**src/rtl/count_sequencer_pkg.sv**
```systemverilog
// count_sequencer_pkg: shared widths, counter range and FSM state encoding for count_sequencer
package count_sequencer_pkg;
   localparam int CS_W      = 4;
   localparam int CS_LO     = 5;
   localparam int CS_HI     = 14;
   localparam int CS_STEP_W = 8;
   typedef enum logic [1:0] {
      S_IDLE = 2'd0,
      S_LOAD = 2'd1,
      S_RUN  = 2'd2,
      S_FIN  = 2'd3
   } state_e;
endpackage

```
**src/rtl/count_sequencer_if.sv**
```systemverilog
// count_sequencer_if: control-panel and counter-datapath signals of count_sequencer
//   master drives start/stop/hold/init/steps/val; slave (the sequencer) drives ce/load/load_val/busy/done/err/wraps
interface count_sequencer_if;
   import count_sequencer_pkg::*;
   logic                 start;
   logic                 stop;
   logic                 hold;
   logic [CS_W-1:0]      init;
   logic [CS_STEP_W-1:0] steps;
   logic [CS_W-1:0]      val;
   logic                 ce;
   logic                 load;
   logic [CS_W-1:0]      load_val;
   logic                 busy;
   logic                 done;
   logic                 err;
   logic [3:0]           wraps;
   modport master (output start, stop, hold, init, steps, val,
                   input  ce, load, load_val, busy, done, err, wraps);
   modport slave  (input  start, stop, hold, init, steps, val,
                   output ce, load, load_val, busy, done, err, wraps);
endinterface

```
**src/rtl/count_sequencer_step_counter.sv**
```systemverilog
// step_counter: loadable down-counter of remaining steps with enable and a last (==1) flag
//   clk, rst (async, active-high); load/d: load value; en: decrement; last: count equals 1
module step_counter #(
   parameter int STEP_W = 8
) (
   input  logic              clk,
   input  logic              rst,
   input  logic              load,
   input  logic              en,
   input  logic [STEP_W-1:0] d,
   output logic              last
);
   logic [STEP_W-1:0] cnt_q, cnt_d;
   // the zero guard keeps the count from underflowing
   always_comb cnt_d = load ? d : (en && cnt_q != '0) ? cnt_q - 1'b1 : cnt_q;
   always_ff @(posedge clk or posedge rst)
      if (rst) cnt_q <= '0;
      else     cnt_q <= cnt_d;
   assign last = cnt_q == STEP_W'(1);
endmodule

```
**src/rtl/count_sequencer.sv**
```systemverilog
// count_sequencer: run controller loading a wrapping down-counter and issuing CE for STEPS cycles
//   clk, rst (async, active-high); bus (slave): start/stop/hold/init/steps/val in,
//   ce/load/load_val/busy/done/err/wraps out
module count_sequencer
   import count_sequencer_pkg::*;
#(
   parameter int W      = CS_W,
   parameter int LO     = CS_LO,
   parameter int HI     = CS_HI,
   parameter int STEP_W = CS_STEP_W
) (
   input  logic             clk,
   input  logic             rst,
   count_sequencer_if.slave bus
);
   localparam logic [W-1:0] LO_V = W'(LO);
   localparam logic [W-1:0] HI_V = W'(HI);
   state_e       state_q, state_d;
   logic [W-1:0] load_val_q, load_val_d;
   logic [3:0]   wraps_q, wraps_d;
   logic         done_q, done_d, err_q, err_d;
   logic         cnt_load, last, ce;
   // CE is combinational so HOLD/STOP take effect in the same cycle
   assign ce = state_q == S_RUN && !bus.hold && !bus.stop;
   step_counter #(.STEP_W(STEP_W)) u_steps (
      .clk  (clk),
      .rst  (rst),
      .load (cnt_load),
      .en   (ce),
      .d    (bus.steps),
      .last (last)
   );
   always_comb begin
      state_d    = state_q;
      load_val_d = load_val_q;
      wraps_d    = wraps_q;
      done_d     = 1'b0;
      err_d      = 1'b0;
      cnt_load   = 1'b0;
      case (state_q)
         S_IDLE:
            if (bus.start && !bus.stop) begin
               if (bus.init < LO_V || bus.init > HI_V) err_d = 1'b1;
               else if (bus.steps == '0) begin
                  done_d  = 1'b1;
                  wraps_d = '0;
               end else begin
                  load_val_d = bus.init;
                  wraps_d    = '0;
                  cnt_load   = 1'b1;
                  state_d    = S_LOAD;
               end
            end
         S_LOAD: state_d = bus.stop ? S_IDLE : S_RUN;
         S_RUN:
            if (bus.stop) state_d = S_IDLE;
            else if (ce) begin
               if (bus.val == LO_V && wraps_q != 4'hF) wraps_d = wraps_q + 4'd1;
               if (last) begin
                  state_d = S_FIN;
                  done_d  = 1'b1;
               end
            end
         default: state_d = S_IDLE;
      endcase
   end
   always_ff @(posedge clk or posedge rst)
      if (rst) begin
         state_q    <= S_IDLE;
         load_val_q <= '0;
         wraps_q    <= '0;
         done_q     <= 1'b0;
         err_q      <= 1'b0;
      end else begin
         state_q    <= state_d;
         load_val_q <= load_val_d;
         wraps_q    <= wraps_d;
         done_q     <= done_d;
         err_q      <= err_d;
      end
   assign bus.ce       = ce;
   assign bus.load     = state_q == S_LOAD;
   assign bus.busy     = state_q == S_LOAD || state_q == S_RUN;
   assign bus.load_val = load_val_q;
   assign bus.done     = done_q;
   assign bus.err      = err_q;
   assign bus.wraps    = wraps_q;
endmodule
```
**src/flat_wrapper.sv**
```systemverilog
// flat-port wrapper written by rule: the top's interface ports become plain ports
module count_sequencer_flat import count_sequencer_pkg::*;
#(
   parameter int W      = CS_W,
   parameter int LO     = CS_LO,
   parameter int HI     = CS_HI,
   parameter int STEP_W = CS_STEP_W
)
  (clk, rst, bus_start, bus_stop, bus_hold, bus_init, bus_steps, bus_val, bus_ce, bus_load, bus_load_val, bus_busy, bus_done, bus_err, bus_wraps);
  count_sequencer_if bus_i ();
  input  logic clk;
  input  logic rst;
  input wire logic [$bits(bus_i.start)-1:0] bus_start;
  input wire logic [$bits(bus_i.stop)-1:0] bus_stop;
  input wire logic [$bits(bus_i.hold)-1:0] bus_hold;
  input wire logic [$bits(bus_i.init)-1:0] bus_init;
  input wire logic [$bits(bus_i.steps)-1:0] bus_steps;
  input wire logic [$bits(bus_i.val)-1:0] bus_val;
  output wire logic [$bits(bus_i.ce)-1:0] bus_ce;
  output wire logic [$bits(bus_i.load)-1:0] bus_load;
  output wire logic [$bits(bus_i.load_val)-1:0] bus_load_val;
  output wire logic [$bits(bus_i.busy)-1:0] bus_busy;
  output wire logic [$bits(bus_i.done)-1:0] bus_done;
  output wire logic [$bits(bus_i.err)-1:0] bus_err;
  output wire logic [$bits(bus_i.wraps)-1:0] bus_wraps;
  assign bus_i.start = bus_start;
  assign bus_i.stop = bus_stop;
  assign bus_i.hold = bus_hold;
  assign bus_i.init = bus_init;
  assign bus_i.steps = bus_steps;
  assign bus_i.val = bus_val;
  assign bus_ce = bus_i.ce;
  assign bus_load = bus_i.load;
  assign bus_load_val = bus_i.load_val;
  assign bus_busy = bus_i.busy;
  assign bus_done = bus_i.done;
  assign bus_err = bus_i.err;
  assign bus_wraps = bus_i.wraps;
  count_sequencer #(.W(W), .LO(LO), .HI(HI), .STEP_W(STEP_W)) u_core (.clk(clk), .rst(rst), .bus(bus_i));
endmodule
```
**config.mk**
```make
export PLATFORM = sky130hd
export DESIGN_NAME = count_sequencer_flat
export DESIGN_NICKNAME = d
export VERILOG_FILES = /design/src/rtl/count_sequencer_pkg.sv /design/src/rtl/count_sequencer_if.sv /design/src/rtl/count_sequencer_step_counter.sv /design/src/rtl/count_sequencer.sv /design/src/flat_wrapper.sv
export SDC_FILE = /design/constraint.sdc
export NUM_CORES = 1
export LEC_CHECK = 0
export ABC_CLOCK_PERIOD_IN_PS = 4200
export CORE_MARGIN = 2
export CORE_UTILIZATION = 39
export CTS_CLUSTER_DIAMETER = 100
export CTS_CLUSTER_SIZE = 28
export DETAILED_ROUTE_END_ITERATION = 8
export GPL_TIMING_DRIVEN = 1
export PLACE_DENSITY = 0.67
export SYNTH_ARGS = -nofsm -noshare
export SYNTH_HDL_FRONTEND = slang
export SYNTH_SLANG_ARGS = --single-unit
```
**constraint.sdc**
```tcl
create_clock -name clk -period 4.2 [get_ports clk]
set_input_delay 1.26 -clock clk [delete_from_list [all_inputs] [get_ports clk]]
set_output_delay 1.26 -clock clk [all_outputs]
set_load 0.005 [all_outputs]
```
==> out/results.ini <==
[outcome]
status = finished, final reports clean

[timing]
min_period_over_period_pct = 91.6
min_period_ns = 3.85
fin_skew_ns = 0.00655
setup_viol = 0
whs_ns = 0.516
fin_tns_setup_ns = 0
rsz0062_at_grt = no
finalHoldViolCount = 0
worst_pin_slew_ns = 0.759
slew_viol_final = 0
slew_headroom_pct = 49.3
timing.fmax_mhz = 260

[clock_network]
cts_made_buffers = 3
cts_hold_buf = 0
clockRootBuffer = clkbuf_4
ctsResizeCount = 0
post_cts_buffers = 0
cts_tree = yes
htree_levels = 1
clk_latency_ns = 0.31
cts_buffer_depth = 2
clock-sinks = 20
clk_pin_slew_ns = 0.11

[power_and_ir_drop]
power_uw = 771
p_leak_nw = 0.683
p_per_area_nw_per_um2 = 462
ir_worst_vdd_mv = 0.269

[grt]
grt_usage_pct = 16.6
antenna_found_initial = 0
overflow = 0
grt_pass1_vias = 995
grt_max_degree = 21
grt_pass1_wl_um = 4520

[synth]
ys_top_cells_by_area = dfrtp_1, ha_1, mux2_2, mux2i_1, inv_1
ys_ff_latch = 20
synth-main-ff-cell = dfrtp_1
synth-edff-count = 0
synthArstFlopShare_pct = 100
yosysTopAreaCellShare_pct = 39.8
syn_avg_cell_area_um2 = 10.3
ys_seq_area_share_pct = 39.8
syn-num-nets = 151
syn_area_um2 = 1260
yosysWarnings = 0
syn_inst = 122
synth_largest_area_cell = dfrtp_1
synth.most_common_cell = dfrtp_1
ys_types = 40
synth_common_cells = dfrtp_1, inv_1, nor2_1

[route]
num_vias = 1032
wl_per_cell_um = 13.0
route.met2.wl_um = 1190
drt-initial-drc-count = 16
routed_wl_um = 2650
top_layer_used = met4
antenna_left = 0
avgViaCountPerCell = 5.06
drtPass1Iterations = 4
dr_wl_met3_um = 181
drc = 0
wl_met1_um = 1250

[final_layout]
syn2layout_area_growth_pct = 32.8
antenna_cells = 0
nets = 190
drive_gt1_share_pct = 15.0

[setup_path]
crit_path_start_kind = input pin
critPathKind = in2out
worstPathArrival_ns = 2.59
r2r-end = u_core.u_steps.cnt_q[7]$_DFFE_PP0P_
critPathRequiredTime_ns = 2.94
critPathMaxFanout = 7
end_kind = output port
regToRegStartpoint = u_core.state_q[0]$_DFFE_PP0P_
regToRegSetupSlack_ns = 2.16
ff2ff_path_depth = 8
crit_end = bus_ce
crit_start = bus_stop

[die]
die_area_um2 = 3700
pin_count = 34
die_h_um = 60.8
start_util_pct = 41.2
core_area_um2 = 3050
die_x_um = 60.8
rows = 20

[placed_design]
numPortBuffers = 33
gp_congestion = 0.888
hpwl_um = 2100

[flow_run]
drv_cap = 0

[hold_path]
hold_path.class = reg2reg
min_from = u_core.bus.load_val[3]$_DFFE_PP0P_

## where the power goes
part | switching, mW | total (mW) | leakage (nW) | internal [mW]
Clock | 0.0626 | 0.116 | 0.0210 | 0.0530
Sequential | 0.0509 | 0.311 | 0.248 | 0.260
Combinational | 0.147 | 0.345 | 0.414 | 0.198
Total | 0.260 | 0.771 | 0.683 | 0.511
## cells by family after synthesis
| family | Yosys count | share of synthesized area, % |
|---|---|---|
| compound gates | 23 | 12.9 |
| xor+xnor | 4 | 2.78 |
| fa+ha+maj | 8 | 7.95 |
| buf+inv | 12 | 5.47 |
| flops | 20 | 39.8 |
| mux | 11 | 9.34 |
| simple gates | 44 | 21.8 |
## cells in the final DEF (no fill, tap or decap), types with 3 or more instances in the layout
master           netlist  layout
buf_4                  0       3
inv_1                 10      10
clkbuf_4               0       3
ha_1                   8       8
nor2_1                 9       9
dfrtp_1               20      20
o21ai_0                6       6
a21oi_2                4       4
mux2_2                 6       6
o41ai_1                3       3
mux2i_1                5       5
xnor2_1                3       3
clkdlybuf4s50_1        0      33
nand2_1                6       6
nand3_1                5       5
## registers in the layout, summed over array words and instances, names as in the netlist
signal / count
u_core.bus.done: 1
u_core.bus.load_val: 4
u_core.u_steps.cnt_q: 8
u_core.bus.err: 1
u_core.bus.wraps: 4
u_core.state_q: 2
## final cells by class
class	instances	area [µm²]
repair buffers	36	353
clock buffers	4	36.3
well taps	44	55.1
multi-input cells	90	689
inverters	10	37.5
flip-flops and latches	20	500
fillers	294	1380
## worst max-delay path, cell delays in order
cell             delay (ns)
clkdlybuf4s50_1        0.55
nor3b_4                0.25
clkdlybuf4s50_1        0.53
## metrics by stage
stage / cell area [µm²] / setup slack [ns] / util [%] / cells
final: 1670 / 0.351 / 54.8 / 204
after global routing: 1670 / 0.274 / 54.8 / 204
after CTS: 1670 / 0.334 / 54.8 / 204
after detailed placement: 1640 / 0.350 / 53.6 / 200
after global placement: 1640 / 0.372 / 53.6 / 200
after floorplan: 1260 / 1.42 / - / 122
## routing by layer
metal | GRT usage (%) | vias to the layer above
li1 | - | 513
met1 | 21.8 | 484
met2 | 26.1 | 31
met3 | 5.76 | 4
met4 | 4.66 | 0
met5 | 0 | -
## worst min-delay path by stage
stage	slack, ns	end	cells after the start
2_1_floorplan	0.50	u_core.bus.load_val[0]$_DFFE_PP0P_	1
3_3_place_gp	0.49	u_core.bus.load_val[2]$_DFFE_PP0P_	1
3_5_place_dp	0.49	u_core.bus.load_val[3]$_DFFE_PP0P_	1
4_1_cts	0.52	u_core.bus.load_val[3]$_DFFE_PP0P_	1
5_1_grt	0.54	u_core.bus.load_val[0]$_DFFE_PP0P_	1
6_report	0.52	u_core.bus.load_val[3]$_DFFE_PP0P_	1
(Power assumes the default switching activity.)
